### config.mk
export PLATFORM = sky130hd
export DESIGN_NAME = reg_bank
export DESIGN_NICKNAME = d
export VERILOG_FILES = /design/src/rtl/reg_bank.sv
export SDC_FILE = /design/constraint.sdc
export NUM_CORES = 1
export LEC_CHECK = 0
export CAP_MARGIN = 20
export CORE_MARGIN = 4
export CORE_UTILIZATION = 40
export CTS_CLUSTER_DIAMETER = 200
export DETAILED_ROUTE_END_ITERATION = 10
export HOLD_SLACK_MARGIN = 0.06
export PLACE_DENSITY = 0.64
export SLEW_MARGIN = 5
export SYNTH_ARGS = -nofsm -noshare
export SYNTH_HDL_FRONTEND = slang
export SYNTH_SLANG_ARGS = --single-unit
### constraint.sdc
create_clock -name clock_i -period 1.9 [get_ports clock_i]
set_clock_uncertainty 0.2 [all_clocks]
set_input_delay 0.57 -clock clock_i [delete_from_list [all_inputs] [get_ports clock_i]]
set_output_delay 0.57 -clock clock_i [all_outputs]
set_load 0.005 [all_outputs]
### src/rtl/reg_bank.sv
// reg_bank: Wishbone-slave register bank for CPU control, event status and IRQ masking.
//
// Register map:
//   0  CPU       rw  bit0 READY -> cpu_ready_o, bit1 RESET (reads back cpu_reset_o), rest 0
//   1  STATUS    ro  sticky event bits; write 1 to a bit to clear it
//   2  IRQ_MASK  rw  irq_o = |(STATUS & IRQ_MASK), registered
//   3.. REG_COUNT-1  scratch registers
//
// Ports:
//   clock_i, reset_i        clock and synchronous active-high reset
//   wb_addr_i/wb_data_i     bus address and write data
//   wb_we_i/wb_cyc_i/wb_stb_i  bus control
//   wb_data_o/wb_ack_o      registered read data and single-cycle acknowledge
//   event_i                 per-bit event pulses feeding STATUS
//   cpu_ready_o/cpu_reset_o CPU control outputs
//   irq_o                   registered interrupt request
module reg_bank #(
  parameter int unsigned DATA_WIDTH   = 8,
  parameter int unsigned REG_COUNT    = 4,
  parameter int unsigned RESET_CYCLES = 64,
  parameter bit          AUTO_RELEASE = 1'b1,
  localparam int unsigned ADDR_W      = $clog2(REG_COUNT + 1)
) (
  input  logic                  clock_i,
  input  logic                  reset_i,
  input  logic [ADDR_W-1:0]     wb_addr_i,
  input  logic [DATA_WIDTH-1:0] wb_data_i,
  output logic [DATA_WIDTH-1:0] wb_data_o,
  input  logic                  wb_we_i,
  input  logic                  wb_cyc_i,
  input  logic                  wb_stb_i,
  output logic                  wb_ack_o,
  input  logic [DATA_WIDTH-1:0] event_i,
  output logic                  cpu_ready_o,
  output logic                  cpu_reset_o,
  output logic                  irq_o
);

  localparam int unsigned CNT_W = $clog2(RESET_CYCLES + 1);
  // Keep the scratch array legal when REG_COUNT leaves no scratch registers.
  localparam int unsigned SCR_N = (REG_COUNT > 3) ? REG_COUNT - 3 : 1;
  localparam logic [CNT_W-1:0] CntLoad = CNT_W'(RESET_CYCLES - 1);
  localparam logic [CNT_W-1:0] CntOne  = CNT_W'(1);

  localparam logic [1:0] StHeld  = 2'd0;
  localparam logic [1:0] StRun   = 2'd1;
  localparam logic [1:0] StPulse = 2'd2;

  logic                  ack_q;
  logic [DATA_WIDTH-1:0] data_q;
  logic                  ready_q;
  logic [DATA_WIDTH-1:0] status_q, status_d;
  logic [DATA_WIDTH-1:0] mask_q;
  logic [DATA_WIDTH-1:0] scratch_q [SCR_N];
  logic [1:0]            state_q, state_d;
  logic [CNT_W-1:0]      cnt_q, cnt_d;
  logic                  irq_q;
  logic [DATA_WIDTH-1:0] rdata;

  int unsigned addr_idx;
  logic        access, wr, rd, wr_cpu, wr_status, wr_mask;

  assign addr_idx  = 32'(wb_addr_i);
  // A new access is only accepted while no ack is outstanding, so strobes
  // held high are serviced every other cycle.
  assign access    = wb_cyc_i & wb_stb_i & ~ack_q;
  assign wr        = access & wb_we_i;
  assign rd        = access & ~wb_we_i;
  assign wr_cpu    = wr && (addr_idx == 0);
  assign wr_status = wr && (addr_idx == 1);
  assign wr_mask   = wr && (addr_idx == 2);

  assign wb_ack_o    = ack_q;
  assign wb_data_o   = data_q;
  assign cpu_ready_o = ready_q;
  assign cpu_reset_o = (state_q != StRun);
  assign irq_o       = irq_q;

  always_comb begin
    rdata = '0;
    if (addr_idx == 0) begin
      rdata[0] = ready_q;
      rdata[1] = cpu_reset_o;
    end else if (addr_idx == 1) begin
      rdata = status_q;
    end else if (addr_idx == 2) begin
      rdata = mask_q;
    end else begin
      for (int unsigned i = 0; i < SCR_N; i++) begin
        if ((REG_COUNT > 3) && (addr_idx == i + 3)) rdata = scratch_q[i];
      end
    end
  end

  // Set wins over a simultaneous write-1-to-clear.
  always_comb begin
    status_d = status_q;
    if (wr_status) status_d = status_d & ~wb_data_i;
    status_d = status_d | event_i;
  end

  always_comb begin
    state_d = state_q;
    cnt_d   = cnt_q;
    case (state_q)
      StHeld: begin
        if (wr_cpu && !wb_data_i[1]) state_d = StRun;
      end
      StRun: begin
        if (wr_cpu && wb_data_i[1]) begin
          if (AUTO_RELEASE) begin
            state_d = StPulse;
            cnt_d   = CntLoad;
          end else begin
            state_d = StHeld;
          end
        end
      end
      StPulse: begin
        // Writing RESET=0 is ignored so the minimum pulse length always holds.
        if (wr_cpu && wb_data_i[1]) begin
          cnt_d = CntLoad;
        end else if (cnt_q == '0) begin
          state_d = StRun;
        end else begin
          cnt_d = cnt_q - CntOne;
        end
      end
      default: state_d = StHeld;
    endcase
  end

  always_ff @(posedge clock_i) begin
    if (reset_i) begin
      ack_q    <= 1'b0;
      data_q   <= '0;
      ready_q  <= 1'b0;
      status_q <= '0;
      mask_q   <= '0;
      state_q  <= StHeld;
      cnt_q    <= '0;
      irq_q    <= 1'b0;
      for (int unsigned i = 0; i < SCR_N; i++) scratch_q[i] <= '0;
    end else begin
      ack_q    <= access;
      data_q   <= rd ? rdata : '0;
      status_q <= status_d;
      state_q  <= state_d;
      cnt_q    <= cnt_d;
      irq_q    <= |(status_q & mask_q);
      if (wr_cpu)  ready_q <= wb_data_i[0];
      if (wr_mask) mask_q  <= wb_data_i;
      for (int unsigned i = 0; i < SCR_N; i++) begin
        if ((REG_COUNT > 3) && wr && (addr_idx == i + 3)) scratch_q[i] <= wb_data_i;
      end
    end
  end

endmodule

==> results of run 1 <==
-- worst register-to-register path, delay by kind of cell, from the launching register on --
family                 cells  cell delay (ps)
AND/OR/NAND/NOR            3              470
buffers and inverters      4              550
flip-flops                 1              330
multiplexers               1              150
-- registers in the layout, summed over array words and instances (netlist names), 2 cells and up --
register	flops
mask_q	8
wb_data_o	8
cnt_q	7
status_q	8
state_q	2
scratch_q	8
-- power by group through the flow --
stage	combinational, mW	sequential, mW	clock (mW)
finish	0.194	0.985	0.739
global placement	0.179	1.01	0
global route	0.210	0.989	0.807
floorplan	0.0769	1.00	0
CTS	0.187	0.985	0.756
detailed placement	0.181	1.01	0
-- routing by layer --
layer / part of all wire / global-route usage
met5: 0 / 0
met4: 0.012 / 0.0629
met3: 0.073 / 0.0436
met1: 0.47 / 0.240
met2: 0.44 / 0.244
-- cells in the mapped netlist, types with 2 or more instances --
cell / count / area share
dfxtp_1: 36 / 0.36
nor2_1: 32 / 0.060
inv_1: 13 / 0.025
a22oi_1: 10 / 0.038
mux2i_1: 10 / 0.050
a311oi_1: 8 / 0.035
and2_1: 8 / 0.025
edfxtp_1: 8 / 0.12
a21oi_1: 7 / 0.018
clkbuf_1: 6 / 0.011
mux2_2: 6 / 0.034
a31oi_1: 5 / 0.016
nand2_1: 5 / 0.0094
nand2b_1: 4 / 0.013
nor2b_1: 4 / 0.013
nor3_1: 4 / 0.010
a31o_2: 3 / 0.013
o21ai_0: 3 / 0.0076
a211oi_1: 2 / 0.0076
a41o_1: 2 / 0.010
ha_1: 2 / 0.013
nand3_1: 2 / 0.0050
o211ai_1: 2 / 0.0076
-- cell type report --
type	instances	area (µm²)
Clock buffer	5	68.8
Clock inverter	3	46.3
Fill cell	430	1920
Inverter	13	48.8
Multi-Input combinational cell	137	1010
Sequential cell	44	965
Tap cell	67	83.8
Timing Repair Buffer	65	612
-- timing repair --
item,4_1_cts,5_1_grt
endpoints found under the hold margin,0,0
setup endpoints to repair,53,22
setup buffers,3,3
resized for setup,20,28
cloned,1,0
pin swaps,5,5
-- through the flow --
stage	cell area (µm²)	std cells	setup WS (ps)
2_1_floorplan	1990	202	3.26
3_3_place_gp	2570	319	-515
3_5_place_dp	2570	319	-588
4_1_cts	2740	331	1.50
5_1_grt	2830	334	-24.7
6_report	2830	334	55.0
-- cell families after synthesis --
family | count (synthesis) | share of synthesized area
mux | 17 | 0.0957
fa+ha+maj | 2 | 0.0126
buf+inv | 21 | 0.0441
simple gates | 69 | 0.180
flops | 44 | 0.484
compound gates | 49 | 0.184
-- final timing paths --
path                      startpoint                      to
max reg2reg      wb_ack_o$_SDFF_PP0_  mask_q[3]$_SDFFE_PP0P_
min              wb_ack_o$_SDFF_PP0_     wb_ack_o$_SDFF_PP0_
min reg2reg      wb_ack_o$_SDFF_PP0_     wb_ack_o$_SDFF_PP0_
max          state_q[1]$_SDFFE_PP0P_             cpu_reset_o
==> impl_metrics.yaml, run 1 <==
synth:
  ys_ff_latch: 44
  ys.flop_type: "dfxtp_1"
  synth-async-reset-ratio: 0
  synth_cell_types: 43
  syn-cell-area_mm2: 0.00199
  synth_edf_count: 8
  syn_area_per_cell_um2: 9.84
  synth.yosys.seq_area_share: 0.484
  synth_cells: 202
  ys_warn_count: 0
  synth_fp_nets: 228
power_and_ir_drop:
  p_sw_frac: 0.230
  clockPowerShare: 0.385
  seq_power_share: 0.514
  p_int_mw: 1.48
  ir_drop_mv: 0.445
  p_leak_nw: 1.31
  combPwrFrac: 0.101
  p_per_area_mw_per_mm2: 677
  power_mw: 1.92
  switchingPower_uw: 441
worst_setup_path:
  critical_path_peak_fanout: 2
  slowest_delay_ps: 360
  path_buf_inv: 2
  ff2ff_setup_slack_ps: 90
  timing.critical_path.cells: "nor2b_4 > inv_2 > dlygate4sd2_1"
  required_ps: 1130
  worstPathArrival_ps: 1070
  cp.depth: 3
  crit_family: "flip-flops"
  start_kind: "flop"
  reg2regPathDepth: 8
  worst_path_max_delay_cell: "dfxtp_1"
  cp-end-kind: "output port"
  critPathKind: "flop to output port"
global_routing:
  grt_max_degree: 21
  grt_antenna_before_repair: 0
  overflow: 0
  first_global_vias: 1621
  grt_usage: 0.169
  grt_pass1_wl_mm: 8.05
detailed_routing:
  drt_iter0_markers: 146
  drt-total-wl_mm: 4.89
  dr_total_vias: 1750
  drt_pass1_iterations: 4
  drc_errors: 0
  wl_per_cell_um: 14.6
  drtAntennaViolNets: 0
  viasPerCell: 5.24
final_layout:
  final_util: 0.596
  drive_gt1_frac: 0.251
  fin_nets: 292
  diodes: 0
  layout_common_cells: "dfxtp_1 (33), nor2_1 (32), buf_4 (23)"
  area_delta_synth_final_pct: 42.5
  final_common_cell: "dfxtp_1"
placed_design:
  place_hpwl_mm: 3.42
  gp_congestion: 0.855
  portBuffers: 35
floorplan:
  design.core.area_mm2: 0.00475
  io_pins: 36
  start_util: 0.418
  dieArea_mm2: 0.00616
  rows: 25
  die_y_um: 78.5
  dieWidth_um: 78.5
sta:
  finalCriticalPeriod_ps: 1840
  worst_pin_slew_ps: 330
  hold_slack_ps: 311
  drv_slew: 0
  hold_viol_final: 0
  maxSlewHeadroom: 0.777
  fin_tns_setup_ps: 0
  final-setup-viol-count: 0
  max_clock_freq_mhz: 542
  period_share: 0.971
hold_path:
  hold_depth: 2
  hp-class: "flop to flop"
clocking:
  htreeDepth: 2
  cts_buffers: 5
  clock_path_buffers: 2
  cts_hold_buf: 0
  clk_pin_slew_ps: 80
  clk_latency_ps: 300
  cts_root_buffer: "clkbuf_8"
  cts_tree: "done"
  cts_num_sinks: 44
flow_run:
  max-cap-violations: 0
status:
  status: "finished clean"
Note: power is estimated with default switching activity, not from simulation.
==> run 2, diff against run 1 <==
--- a/config.mk
+++ b/config.mk
@@ -8,10 +8,10 @@
 export CAP_MARGIN = 20
 export CORE_MARGIN = 4
 export CORE_UTILIZATION = 40
-export CTS_CLUSTER_DIAMETER = 200
 export DETAILED_ROUTE_END_ITERATION = 10
-export HOLD_SLACK_MARGIN = 0.06
+export HOLD_SLACK_MARGIN = 0.05
 export PLACE_DENSITY = 0.64
+export RECOVER_POWER = 25
 export SLEW_MARGIN = 5
 export SYNTH_ARGS = -nofsm -noshare
 export SYNTH_HDL_FRONTEND = slang
==> impl_metrics.yaml, run 2 (synthesis results as in run 1) <==
placed_design:
  place_area_mm2: 0.00257
  place_ws_ps: -588
  portBuffers: 35
  place_hpwl_mm: 3.42
  gp_congestion: 0.855
clocking:
  cts_tree: "done"
  cts_buffers: 5
  htreeDepth: 2
  cts_num_sinks: 44
  clock_path_buffers: 2
  cts_root_buffer: "clkbuf_8"
  clk_latency_ps: 300
  clk_pin_slew_ps: 80
sta:
  worst_pin_slew_ps: 330
  max_clock_freq_mhz: 542
  maxSlewHeadroom: 0.777
  finalCriticalPeriod_ps: 1840
  worst_slack_ps: 55.9
  hold_viol_final: 0
  drv_slew: 0
  final-setup-viol-count: 0
  period_share: 0.971
detailed_routing:
  viasPerCell: 5.23
  wl_per_cell_um: 14.6
  dr_total_vias: 1747
  drt_pass1_iterations: 4
  drtAntennaViolNets: 0
  drt_iter0_markers: 131
  drc_errors: 0
  drt-total-wl_mm: 4.87
worst_setup_path:
  start_kind: "flop"
  cp-end-kind: "output port"
  critical_path_peak_fanout: 2
  reg2regPathDepth: 7
  critPathKind: "flop to output port"
  required_ps: 1130
  worstPathArrival_ps: 1070
  r2r_end: "scratch_q[0][2]$_SDFFCE_PN0P_"
  ff2ff_setup_slack_ps: 90
  r2r-start: "wb_ack_o$_SDFF_PP0_"
global_routing:
  grt_usage: 0.169
  first_global_vias: 1621
  overflow: 0
  grt_pass1_wl_mm: 8.05
  grt_max_degree: 21
  grt_antenna_before_repair: 0
hold_path:
  min_to: "wb_ack_o$_SDFF_PP0_"
  hold_path_startpoint: "wb_ack_o$_SDFF_PP0_"
  hold_depth: 2
  hp-class: "flop to flop"
final_layout:
  seq_area_um2: 965
  diodes: 0
  design_area_mm2: 0.00281
  area_delta_synth_final_pct: 41.5
  fin_nets: 292
  drive_gt1_frac: 0.251
  num-fill-cells: 436
  layout_common_cells: "dfxtp_1 (33), nor2_1 (32), buf_4 (22)"
  final_common_cell: "dfxtp_1"
  multi_input_area_mm2: 0.00101
floorplan:
  die_y_um: 78.5
  dieArea_mm2: 0.00616
  start_util: 0.418
  rows: 25
  dieWidth_um: 78.5
  design.core.area_mm2: 0.00475
  io_pins: 36
status:
  status: "finished clean"
power_and_ir_drop:
  ir_drop_mv: 0.445
  p_per_area_mw_per_mm2: 682
  p_leak_nw: 1.18
flow_run:
  max-cap-violations: 0
run 2: cell types whose count changed in the layout (fill, tap and decap cells not counted), sizes merged:
| cell | delta |
|---|---|
| buf | -1 |
| clkbuf | +1 |
| clkdlybuf4s25 | +7 |
| clkdlybuf4s50 | -1 |
| dlygate4sd3 | +1 |
| dlymetal6s2s | -7 |
run 2: what timing repair did:
item / in CTS / in global routing
cloned: 1 / 0
pin swaps: 5 / 5
hold buffers: 0 / 0
resized for setup: 20 / 28
buffers inserted: 3 / 3
endpoints found under the setup margin: 53 / 22
run 2: how the worst max path moves through the flow:
stage	start	end	cells past startpoint
5_1_grt	wb_ack_o$_SDFF_PP0_	scratch_q[0][3]$_SDFFCE_PN0P_	7
4_1_cts	irq_o$_SDFF_PP0_	irq_o	1
6_report	state_q[1]$_SDFFE_PP0P_	cpu_reset_o	3
2_1_floorplan	wb_addr_i[2]	status_q[0]$_SDFF_PP0_	5
3_5_place_dp	wb_cyc_i	scratch_q[0][7]$_SDFFCE_PN0P_	7
3_3_place_gp	wb_cyc_i	scratch_q[0][6]$_SDFFCE_PN0P_	7
run 2: routing by layer:
layer  share of wire  track usage  wire length (µm)
met1            0.48        0.240              2350
met2            0.44        0.244              2170
met3           0.066       0.0436               320
met4          0.0076       0.0629                37
met5               0            0                 0
run 2: stage by stage:
step | setup TNS, ps | cells | total power [mW] | hold WS [ps] | utilization
after global placement | -21390 | 319 | 1.19 | 245 | 0.540
after detailed placement | -23800 | 319 | 1.19 | 244 | 0.540
after global routing | -124 | 334 | 2.00 | 325 | 0.591
after floorplan | 0 | 202 | 1.08 | 244 | -
final | 0 | 334 | 1.92 | 311 | 0.591
after CTS | 0 | 331 | 1.93 | 302 | 0.576
run 2: final cells by class:
class                      instances  area share
inverter                          13      0.0174
sequential                        44       0.343
timing repair buffer              65       0.211
tap                               67      0.0298
multi-input combinational        137       0.358
clock inverter                     3      0.0165
clock buffer                       5      0.0245
run 2: where the power goes:
group	internal (mW)	switching (mW)	leakage, nW
sequential	0.971	0.0143	0.375
clock	0.396	0.342	0.0548
combinational	0.110	0.0837	0.746
total	1.48	0.440	1.18
run 2: worst max-delay path: stages (launching register included):
cell and delay [ps]:
dfxtp_1 360, nor2b_4 130, inv_2 40, dlygate4sd2_1 250
